--- config.mk ---
export PLATFORM = sky130hd
export DESIGN_NAME = hex_update_ctrl_flat
export DESIGN_NICKNAME = d
export VERILOG_FILES = /design/src/rtl/hex_update_if.sv /design/src/rtl/hex_update_ctrl.sv /design/src/flat_wrapper.sv
export SDC_FILE = /design/constraint.sdc
export NUM_CORES = 1
export LEC_CHECK = 0
export BUFFER_PORTS_ARGS = -buffer_cell sky130_fd_sc_hd__buf_2
export CAP_MARGIN = 0
export CORE_MARGIN = 10
export CORE_UTILIZATION = 58
export CTS_CLUSTER_SIZE = 12
export DETAILED_ROUTE_END_ITERATION = 6
export PLACE_DENSITY = 0.82
export SLEW_MARGIN = 20
export SYNTH_ARGS = -nofsm -noshare
export SYNTH_HDL_FRONTEND = slang
export SYNTH_SLANG_ARGS = --single-unit
--- constraint.sdc ---
create_clock -name clk -period 4.84 [get_ports clk]
set_input_delay 0.242 -clock clk [delete_from_list [all_inputs] [get_ports clk]]
set_output_delay 0.242 -clock clk [all_outputs]
set_load 0.02 [all_outputs]
--- src/rtl/hex_update_if.sv ---
// Requester/PIO-bus bundle for hex_update_ctrl: two 4-digit update requesters
// on one side, the shared 7-segment PIO write bus on the other.
interface hex_update_if #(
  parameter int DIGITS = 4
);
  logic [1:0]          req;
  logic [4*DIGITS-1:0] value0;
  logic [4*DIGITS-1:0] value1;
  logic [1:0]          ack;
  logic [1:0]          done;
  logic                busy;
  logic [2*DIGITS-1:0] pio_cs;
  logic                pio_write_n;
  logic [1:0]          pio_address;
  logic [6:0]          pio_writedata;

  modport master (
    output req, value0, value1,
    input  ack, done, busy, pio_cs, pio_write_n, pio_address, pio_writedata
  );

  modport slave (
    input  req, value0, value1,
    output ack, done, busy, pio_cs, pio_write_n, pio_address, pio_writedata
  );
endinterface

--- src/rtl/hex_update_ctrl.sv ---
// Round-robin sequencer writing two 4-digit values to eight 7-segment PIOs.
// Optional leading-zero blanking is enabled by defining HEX_LZB_EN.
module hex_update_ctrl #(
  parameter int DIGITS = 4
) (
  input  logic         clk,
  input  logic         reset,
  hex_update_if.slave  bus
);

  localparam int NPIO  = 2 * DIGITS;
  localparam int VAL_W = 4 * DIGITS;
  localparam int CNT_W = (DIGITS > 1) ? $clog2(DIGITS) : 1;
  localparam logic [CNT_W-1:0] CNT_LAST = CNT_W'(DIGITS - 1);

  typedef enum logic [1:0] {
    S_IDLE,
    S_WRITE,
    S_DONE
  } state_t;

  state_t           r_state, w_state_nxt;
  logic [CNT_W-1:0] r_cnt, w_cnt_nxt;
  logic             r_gnt, w_gnt_nxt;
  logic             r_last, w_last_nxt;
  logic [VAL_W-1:0] r_value, w_value_nxt;
  logic [1:0]       r_ack, w_ack_nxt;
  logic [1:0]       r_done, w_done_nxt;
  logic             r_busy, w_busy_nxt;
  logic [NPIO-1:0]  r_cs, w_cs_nxt;
  logic             r_wr_n, w_wr_n_nxt;
  logic [6:0]       r_wdata, w_wdata_nxt;

  logic             w_g;
  logic [VAL_W-1:0] w_sel_value;
  logic [CNT_W-1:0] w_k;

  function automatic logic [6:0] seg(input logic [3:0] nib);
    case (nib)
      4'h0:    seg = 7'h40;
      4'h1:    seg = 7'h79;
      4'h2:    seg = 7'h24;
      4'h3:    seg = 7'h30;
      4'h4:    seg = 7'h19;
      4'h5:    seg = 7'h12;
      4'h6:    seg = 7'h02;
      4'h7:    seg = 7'h78;
      4'h8:    seg = 7'h00;
      4'h9:    seg = 7'h10;
      4'hA:    seg = 7'h08;
      4'hB:    seg = 7'h03;
      4'hC:    seg = 7'h46;
      4'hD:    seg = 7'h21;
      4'hE:    seg = 7'h06;
      default: seg = 7'h0E;
    endcase
  endfunction

  // Pattern for digit k; with blanking, a zero digit with only zeros above it goes dark.
  function automatic logic [6:0] digit_pat(input logic [VAL_W-1:0] val,
                                           input logic [CNT_W-1:0] k);
    logic [VAL_W-1:0] upper;
    upper     = val >> {k, 2'b00};
    digit_pat = seg(upper[3:0]);
`ifdef HEX_LZB_EN
    if ((k != '0) && (upper == '0)) digit_pat = 7'h7F;
`endif
  endfunction

  function automatic logic [NPIO-1:0] pio_sel(input logic g, input logic [CNT_W-1:0] k);
    int idx;
    idx     = (g ? DIGITS : 0) + int'(k);
    pio_sel = {{(NPIO-1){1'b0}}, 1'b1} << idx;
  endfunction

  // r_last holds the requester granted most recently; on a tie the other one wins.
  assign w_g         = bus.req[1] & (~bus.req[0] | ~r_last);
  assign w_sel_value = w_g ? bus.value1 : bus.value0;
  assign w_k         = r_cnt + 1'b1;

  always_comb begin
    w_state_nxt = r_state;
    w_cnt_nxt   = r_cnt;
    w_gnt_nxt   = r_gnt;
    w_last_nxt  = r_last;
    w_value_nxt = r_value;
    w_ack_nxt   = 2'b00;
    w_done_nxt  = 2'b00;
    w_busy_nxt  = 1'b0;
    w_cs_nxt    = '0;
    w_wr_n_nxt  = 1'b1;
    w_wdata_nxt = r_wdata;

    case (r_state)
      S_IDLE: begin
        if (bus.req != 2'b00) begin
          // Digit 0 goes out in the grant cycle, so it is decoded from the live input.
          w_state_nxt = S_WRITE;
          w_cnt_nxt   = '0;
          w_gnt_nxt   = w_g;
          w_last_nxt  = w_g;
          w_value_nxt = w_sel_value;
          w_ack_nxt   = w_g ? 2'b10 : 2'b01;
          w_busy_nxt  = 1'b1;
          w_cs_nxt    = pio_sel(w_g, '0);
          w_wr_n_nxt  = 1'b0;
          w_wdata_nxt = digit_pat(w_sel_value, '0);
        end
      end

      S_WRITE: begin
        w_busy_nxt = 1'b1;
        if (r_cnt == CNT_LAST) begin
          w_state_nxt = S_DONE;
          w_done_nxt  = r_gnt ? 2'b10 : 2'b01;
        end else begin
          w_cnt_nxt   = w_k;
          w_cs_nxt    = pio_sel(r_gnt, w_k);
          w_wr_n_nxt  = 1'b0;
          w_wdata_nxt = digit_pat(r_value, w_k);
        end
      end

      S_DONE: begin
        w_state_nxt = S_IDLE;
      end

      default: begin
        w_state_nxt = S_IDLE;
      end
    endcase
  end

  always_ff @(posedge clk) begin
    if (reset) begin
      r_state <= S_IDLE;
      r_cnt   <= '0;
      r_gnt   <= 1'b0;
      r_last  <= 1'b1;
      r_ack   <= 2'b00;
      r_done  <= 2'b00;
      r_busy  <= 1'b0;
      r_cs    <= '0;
      r_wr_n  <= 1'b1;
      r_wdata <= 7'h7F;
    end else begin
      r_state <= w_state_nxt;
      r_cnt   <= w_cnt_nxt;
      r_gnt   <= w_gnt_nxt;
      r_last  <= w_last_nxt;
      r_ack   <= w_ack_nxt;
      r_done  <= w_done_nxt;
      r_busy  <= w_busy_nxt;
      r_cs    <= w_cs_nxt;
      r_wr_n  <= w_wr_n_nxt;
      r_wdata <= w_wdata_nxt;
    end
  end

  always_ff @(posedge clk) begin
    r_value <= w_value_nxt;
  end

  assign bus.ack           = r_ack;
  assign bus.done          = r_done;
  assign bus.busy          = r_busy;
  assign bus.pio_cs        = r_cs;
  assign bus.pio_write_n   = r_wr_n;
  assign bus.pio_address   = 2'b00;
  assign bus.pio_writedata = r_wdata;

endmodule

--- src/flat_wrapper.sv ---
// flat-port wrapper written by rule: the top's interface ports become plain ports
module hex_update_ctrl_flat 
#(
  parameter int DIGITS = 4
)
  (clk, reset, bus_req, bus_value0, bus_value1, bus_ack, bus_done, bus_busy, bus_pio_cs, bus_pio_write_n, bus_pio_address, bus_pio_writedata);
  hex_update_if #(.DIGITS(DIGITS)) bus_i ();
  input  logic clk;
  input  logic reset;
  input wire logic [$bits(bus_i.req)-1:0] bus_req;
  input wire logic [$bits(bus_i.value0)-1:0] bus_value0;
  input wire logic [$bits(bus_i.value1)-1:0] bus_value1;
  output wire logic [$bits(bus_i.ack)-1:0] bus_ack;
  output wire logic [$bits(bus_i.done)-1:0] bus_done;
  output wire logic [$bits(bus_i.busy)-1:0] bus_busy;
  output wire logic [$bits(bus_i.pio_cs)-1:0] bus_pio_cs;
  output wire logic [$bits(bus_i.pio_write_n)-1:0] bus_pio_write_n;
  output wire logic [$bits(bus_i.pio_address)-1:0] bus_pio_address;
  output wire logic [$bits(bus_i.pio_writedata)-1:0] bus_pio_writedata;
  assign bus_i.req = bus_req;
  assign bus_i.value0 = bus_value0;
  assign bus_i.value1 = bus_value1;
  assign bus_ack = bus_i.ack;
  assign bus_done = bus_i.done;
  assign bus_busy = bus_i.busy;
  assign bus_pio_cs = bus_i.pio_cs;
  assign bus_pio_write_n = bus_i.pio_write_n;
  assign bus_pio_address = bus_i.pio_address;
  assign bus_pio_writedata = bus_i.pio_writedata;
  hex_update_ctrl #(.DIGITS(DIGITS)) u_core (.clk(clk), .reset(reset), .bus(bus_i));
endmodule
==> out/qor.json, run 1 <==
{
  "timing.critical_path.slowest_cell_delay_ns": 0.53,
  "most_common_library_cell_in_the_layout_ignoring_fill_and_taps": "sky130_fd_sc_hd__buf_2",
  "drive_gt1_frac": 0.2404,
  "synth.ff_latch_count": 43,
  "floorplan.die.height_um": 85.60,
  "commonest_cells_after_routing_fill_and_taps_aside": "56 x sky130_fd_sc_hd__buf_2, 50 x sky130_fd_sc_hd__nand2_1, 27 x sky130_fd_sc_hd__dfxtp_1",
  "worst-endpoint-arrival_ns": 2.94,
  "hold_viol": 0,
  "place.detailed.instances": 354,
  "synth_enable_flop_cells": 16,
  "detail_route.vias_per_cell": 5.649,
  "synth.distinct_cells": 56,
  "layout_worst_path_cycle_share": 0.5693,
  "async_reset_ff_frac": 0,
  "critical_path.cell_chain": "inv_1, ha_1, mux4_1, inv_1, ha_1, nor2b_1, a2111oi_0, a31oi_1, o221a_2",
  "fin_setup_tns_ns": 0,
  "drt_pre_antenna_iters": 4,
  "cts_resized": 0,
  "yosys_warnings": 0,
  "nets": 365,
  "seq_area_frac_synth": 0.4090,
  "grt_pass1_wl_um": 9418,
  "grt_pass1_vias": 2009,
  "power_density_nw_per_um2": 311.3,
  "clock_tree.buffer_depth": 2,
  "tritoncts": "yes",
  "holdBufCountCts": 0,
  "num_rows": 23,
  "syn_area_per_cell_um2": 9.564,
  "hold_class": "input port to flip-flop",
  "shortest_period_the_worst_path_allows_ns": 2.756,
  "floorplan.initialDensity": 0.6108,
  "areaGrowthSynthToFinish_pct": 15.14,
  "clockRootBuffer": "sky130_fd_sc_hd__clkbuf_8",
  "slew-limit-headroom": 0.5087,
  "power.static_leakage_uw": 0.001335,
  "clkLatencyLatePin_ns": 0.28,
  "post_drt_wl_per_cell_um": 15.51,
  "most_instantiated_flip_flop_cell_in_the_synthesis_netlist": "sky130_fd_sc_hd__dfxtp_1",
  "first_iter_violations": 141,
  "startpoint_of_the_worst_hold_path": "bus_value1[7]",
  "startpoint_class_of_the_critical_path": "flip-flop",
  "timing.fmax_ghz": 0.3629,
  "synthCells": 261,
  "route.detailed.drc": 0,
  "clock_skew_ns": 0.007214,
  "end_kind": "flip-flop",
  "dp_hpwl_um": 4435,
  "max-cap-violations": 0,
  "startpoint": "u_core.r_cnt[0]$_SDFFE_PP0P_",
  "max-vdd-ir-drop_mv": 0.3054,
  "routed_wl_um": 5615,
  "numCtsBuffers": 5,
  "post_synth_design_cell_area_um2": 2496,
  "critical_path_required_ns": 5.02,
  "routability_congestion": 0.8554,
  "design.portCount": 59,
  "groute.usage.overall": 0.1523,
  "floorplan.die.width_um": 85.60,
  "clock_sink_count": 43,
  "die_footprint_um2": 7327,
  "antenna_violations_before_repair": 0,
  "placeableCoreArea_um2": 4086,
  "grt_start_max_net_pins": 32,
  "final_antenna_net_count": 0,
  "critical_path_peak_fanout": 8,
  "cts_max_level": 2,
  "detailroute.via_count": 2045,
  "tightest_slew_ns": 0.7313,
  "post_cts_clock_slew_at_the_launch_and_capture_registers_of_the_worst_setup_and_hold_paths_ns": 0.08,
  "input_output_buffers": 56,
  "inserted_diodes": 0,
  "post-cts-setup-buffers": 0,
  "critical-path-slowest-cell": "sky130_fd_sc_hd__dfxtp_1",
  "finalSetupViolCount": 0,
  "outcome": "finished clean",
  "timing_worst_setup_path_type": "flip-flop to flip-flop",
  "layoutNonFillerInstCount": 362,
  "setup_repair_after_global_routing_missed_its_margin": "no",
  "overflow": 0,
  "timing.rr.start": "u_core.r_cnt[0]$_SDFFE_PP0P_",
  "slew_violations": 0
}
==> kinds of logic after synthesis <==
family                   Yosys count  synth area share
AND/OR/NAND/NOR                  100            0.1905
AO/OA/AOI/OAI                     44            0.1273
buffers and inverters             30           0.05413
adder cells (fa/ha/maj)           18           0.09023
flip-flops                        43            0.4090
other                              1          0.001502
XOR/XNOR                           6           0.02105
multiplexers                      19            0.1063
==> critical path, delay by kind of cell (launching register included) <==
family / cells / cell delay (ns)
AND/OR/NAND/NOR: 1 / 0.14
multiplexers: 1 / 0.38
AO/OA/AOI/OAI: 3 / 0.62
buffers and inverters: 2 / 0.30
adder cells (fa/ha/maj): 2 / 0.68
flip-flops: 1 / 0.53
==> final timing paths <==
| check | depth (start not counted) | slack, ns | endpoint |
|---|---|---|---|
| max | 9 | 2.08 | u_core.bus.pio_writedata[3]$_SDFFE_PP1P_ |
| max reg2reg | 9 | 2.08 | u_core.bus.pio_writedata[3]$_SDFFE_PP1P_ |
| min reg2reg | 1 | 0.49 | u_core.bus.pio_writedata[0]$_SDFFE_PP1P_ |
| min | 3 | 0.22 | u_core.r_value[7]$_DFFE_PP_ |
==> power by group <==
part,switching (uW),leakage [uW],internal (uW)
Sequential,17.8,0.000378,408
Clock,111,0.0000515,130
Combinational,134,0.000905,93.8
==> synthesized netlist by cell type, types with 3 or more instances <==
cell type	n	area, um^2
sky130_fd_sc_hd__o21ai_0	4	20.02
sky130_fd_sc_hd__a31oi_1	4	25.02
sky130_fd_sc_hd__mux4_2	3	67.56
sky130_fd_sc_hd__nor2b_1	4	25.02
sky130_fd_sc_hd__nor3_1	6	30.03
sky130_fd_sc_hd__a21oi_1	12	60.06
sky130_fd_sc_hd__o221ai_1	3	26.28
sky130_fd_sc_hd__clkbuf_1	7	26.28
sky130_fd_sc_hd__nor2_1	13	48.80
sky130_fd_sc_hd__nor3b_1	4	30.03
sky130_fd_sc_hd__nand2_1	50	187.7
sky130_fd_sc_hd__edfxtp_1	16	480.5
sky130_fd_sc_hd__mux2i_1	12	120.1
sky130_fd_sc_hd__buf_2	3	15.01
sky130_fd_sc_hd__dfxtp_1	27	540.5
sky130_fd_sc_hd__inv_1	14	52.55
sky130_fd_sc_hd__and3_1	4	25.02
sky130_fd_sc_hd__and2_1	6	37.54
sky130_fd_sc_hd__ha_1	18	225.2
sky130_fd_sc_hd__nand3_1	4	20.02
sky130_fd_sc_hd__xnor2_1	4	35.03
==> through the flow <==
stage	hold slack [ns]	area, um^2	utilization	power, uW	setup WS [ns]
6_report	0.2154	2874	0.7033	894.6	2.084
5_1_grt	0.2162	2874	0.7033	947.4	1.857
4_1_cts	0.2128	2874	0.7033	899.7	2.050
3_5_place_dp	0.4751	2774	0.6788	661.6	2.058
3_3_place_gp	0.4705	2774	0.6788	654.9	2.167
2_1_floorplan	0.3227	2500	-	596.9	2.426
==> registers in the layout (all words and copies together), names as in the netlist <==
name and cells:
u_core.bus.ack 2, u_core.bus.busy 1, u_core.bus.done 2, u_core.bus.pio_cs 8, u_core.bus.pio_write_n 1, u_core.bus.pio_writedata 7
u_core.r_cnt 2, u_core.r_gnt 1, u_core.r_last 1, u_core.r_state 2, u_core.r_value 16
==> layer usage <==
layer,vias to the layer above,global-route usage,wire length (um)
met5,-,0,0
met2,72,0.2473,2715
met1,958,0.1937,2443
li1,1011,-,-
met3,4,0.05203,422
met4,0,0.02395,33
==> final cells by class <==
type                    count  area [um^2]
clock buffers               8        100.1
fillers                   323         1212
inverters                  15        58.81
multi-input cells         189         1344
flip-flops and latches     43         1021
well taps                  50        62.56
repair buffers             57        287.8
Power figures use the tool's default switching activity.
==> inputs of run 2 (changes only) <==
--- a/config.mk
+++ b/config.mk
@@ -8,10 +8,10 @@
 export BUFFER_PORTS_ARGS = -buffer_cell sky130_fd_sc_hd__buf_2
 export CAP_MARGIN = 0
 export CORE_MARGIN = 10
-export CORE_UTILIZATION = 58
+export CORE_UTILIZATION = 54
 export CTS_CLUSTER_SIZE = 12
 export DETAILED_ROUTE_END_ITERATION = 6
-export PLACE_DENSITY = 0.82
+export PLACE_DENSITY = 0.77
 export SLEW_MARGIN = 20
 export SYNTH_ARGS = -nofsm -noshare
 export SYNTH_HDL_FRONTEND = slang
==> constraint.sdc (replaced) <==
create_clock -name clk -period 2.75 [get_ports clk]
set_input_delay 0.1375 -clock clk [delete_from_list [all_inputs] [get_ports clk]]
set_output_delay 0.1375 -clock clk [all_outputs]
set_load 0.02 [all_outputs]
==> run 2 against run 1 <==
Global-route usage down 0.091 points. Clock skew rose by 0.0051 ns. Worst hold slack worse by 0.12 ns. First-iteration DRC count is 9.9% higher. Routed wire length rose by 0.87%. Highest routed layer unchanged. Register-to-register slack worse by 1.9 ns. Worst setup slack worse by 1.9 ns. Clock power grew 85%.
==> out/qor.json, run 2 (synthesis gave the netlist of run 1 again) <==
{
  "die_footprint_um2": 7742,
  "detailroute.wirelength.met2_um": 2560,
  "hold_class": "input port to flip-flop",
  "slew-limit-headroom": 0.4591,
  "max_ffs_per_register": 16,
  "setup_repair_after_global_routing_missed_its_margin": "no",
  "placed_area_um2": 2799,
  "final_antenna_net_count": 0,
  "power.net_switching_uw": 489.1,
  "design.portCount": 59,
  "finalSetupViolCount": 0,
  "cts_resized": 0,
  "clkPwrFrac": 0.278,
  "registers.top_by_ff_count": "u_core.r_value",
  "input_output_buffers": 56,
  "power.static_leakage_uw": 0.001353,
  "place.detailed.instances": 359,
  "areaGrowthSynthToFinish_pct": 16.24,
  "whs_endpoint": "u_core.r_value[7]$_DFFE_PP_",
  "max-cap-violations": 0,
  "fin_area_um2": 2902,
  "slew_violations": 0,
  "pwr-share-comb": 0.257,
  "timing.rr.start": "u_core.r_cnt[1]$_SDFFE_PP0P_",
  "detail_route.vias_per_cell": 5.526,
  "first_iter_violations": 155,
  "clockRootBuffer": "sky130_fd_sc_hd__clkbuf_8",
  "timing.fmax_ghz": 0.3929,
  "wirelength_met1_um": 2524,
  "tightest_slew_ns": 0.8052,
  "clock_sink_count": 43,
  "reg2reg_to": "u_core.bus.pio_writedata[3]$_SDFFE_PP1P_",
  "layout.area.seq_um2": 1021,
  "critical_path_required_ns": 2.95,
  "route.detailed.drc": 0,
  "nets": 368,
  "met3_wirelength_um": 496,
  "post_drt_wl_per_cell_um": 15.43,
  "inserted_diodes": 0,
  "hold_viol": 0,
  "internal_power_uw": 1116,
  "worst-endpoint-arrival_ns": 2.74,
  "r2r_slack_ns": 0.21,
  "clkLatencyLatePin_ns": 0.31,
  "multiInputGateArea_um2": 1344,
  "max-vdd-ir-drop_mv": 0.3517,
  "floorplan.die.width_um": 87.99,
  "routed_wl_um": 5664,
  "outcome": "finished clean",
  "drt_pre_antenna_iters": 4,
  "startpoint_of_the_worst_hold_path": "bus_value1[7]",
  "seq_power_share": 0.466,
  "clock_skew_ns": 0.01233,
  "r2r_cells": 9,
  "placeableCoreArea_um2": 4414,
  "grt_pass1_wl_um": 9432,
  "floorplan.die.height_um": 87.99,
  "finish.utilization": 0.6573,
  "num_rows": 24,
  "detailroute.via_count": 2028,
  "grt_start_max_net_pins": 19,
  "grt_pass1_vias": 2047,
  "overflow": 0,
  "layout_worst_path_cycle_share": 0.9254,
  "clock_tree.buffer_depth": 2,
  "power_density_nw_per_um2": 553.2,
  "end_kind": "flip-flop",
  "cts_max_level": 2,
  "fin_setup_tns_ns": 0,
  "hold_path_depth": 3,
  "holdBufCountCts": 0,
  "numCtsBuffers": 5,
  "timing_worst_setup_path_type": "flip-flop to flip-flop",
  "filler_cell_count": 357,
  "power.share.switching": 0.3047,
  "layoutNonFillerInstCount": 367,
  "drive_gt1_frac": 0.2508,
  "post-cts-setup-buffers": 0,
  "critical_path_peak_fanout": 6,
  "most_common_library_cell_in_the_layout_ignoring_fill_and_taps": "sky130_fd_sc_hd__buf_2",
  "dp_hpwl_um": 4455,
  "groute.usage.overall": 0.1514,
  "floorplan.initialDensity": 0.5655,
  "tritoncts": "yes",
  "shortest_period_the_worst_path_allows_ns": 2.545,
  "routed.top_layer": "met4",
  "commonest_cells_after_routing_fill_and_taps_aside": "56 x sky130_fd_sc_hd__buf_2, 50 x sky130_fd_sc_hd__nand2_1, 27 x sky130_fd_sc_hd__dfxtp_1",
  "antenna_violations_before_repair": 0,
  "startpoint_class_of_the_critical_path": "flip-flop",
  "post_cts_clock_slew_at_the_launch_and_capture_registers_of_the_worst_setup_and_hold_paths_ns": 0.08,
  "routability_congestion": 0.8284
}
run 2: area by class of cell:
| cell class | instances | area share |
|---|---|---|
| Clock buffer | 7 | 0.03320 |
| Inverter | 15 | 0.02027 |
| Timing Repair Buffer | 60 | 0.1069 |
| Clock inverter | 1 | 0.002156 |
| Multi-Input combinational cell | 189 | 0.4631 |
| Sequential cell | 43 | 0.3519 |
| Tap cell | 52 | 0.02242 |
run 2: how the worst max path moves through the flow:
| stage | cells past startpoint | slack [ns] | to | from |
|---|---|---|---|---|
| finish | 9 | 0.21 | u_core.bus.pio_writedata[3]$_SDFFE_PP1P_ | u_core.r_cnt[1]$_SDFFE_PP0P_ |
| global route | 9 | 0.004 | u_core.bus.pio_writedata[3]$_SDFFE_PP1P_ | u_core.r_cnt[1]$_SDFFE_PP0P_ |
| CTS | 9 | 0.21 | u_core.bus.pio_writedata[3]$_SDFFE_PP1P_ | u_core.r_cnt[1]$_SDFFE_PP0P_ |
| detailed placement | 9 | 0.23 | u_core.bus.pio_writedata[3]$_SDFFE_PP1P_ | u_core.r_cnt[1]$_SDFFE_PP0P_ |
| global placement | 9 | 0.39 | u_core.bus.pio_writedata[3]$_SDFFE_PP1P_ | u_core.r_cnt[1]$_SDFFE_PP0P_ |
| floorplan | 10 | 0.34 | u_core.bus.pio_writedata[3]$_SDFFE_PP1P_ | u_core.r_cnt[0]$_SDFFE_PP0P_ |
run 2: power groups by stage:
stage	sequential, uW	combinational (uW)	clock [uW]
after floorplan	785	266	0
after global placement	761	399	0
after detailed placement	761	410	0
after CTS	747	411	454
after global routing	753	458	480
final	747	412	446
run 2: worst max-delay path: stages (launching register included):
cell                        delay (ns)
sky130_fd_sc_hd__dfxtp_1          0.38
sky130_fd_sc_hd__inv_1            0.09
sky130_fd_sc_hd__ha_1             0.39
sky130_fd_sc_hd__mux4_1           0.40
sky130_fd_sc_hd__inv_1            0.13
sky130_fd_sc_hd__ha_1             0.27
sky130_fd_sc_hd__nor2b_1          0.15
sky130_fd_sc_hd__a2111oi_0        0.39
sky130_fd_sc_hd__a31oi_1          0.08
sky130_fd_sc_hd__o221a_2          0.17
run 2: metal layers:
layer,GRT usage,vias to the layer above
li1,-,1017
met1,0.1897,941
met2,0.2381,62
met3,0.05478,8
met4,0.04493,0
met5,0,-
run 2: metrics by stage:
step / hold slack, ns / power [uW] / worst slack, ns
2_1_floorplan: 0.2182 / 1051 / 0.3363
3_3_place_gp: 0.3990 / 1160 / 0.3872
3_5_place_dp: 0.4015 / 1171 / 0.2323
4_1_cts: 0.08457 / 1611 / 0.2149
5_1_grt: 0.09287 / 1691 / 0.004317
6_report: 0.09042 / 1605 / 0.2051
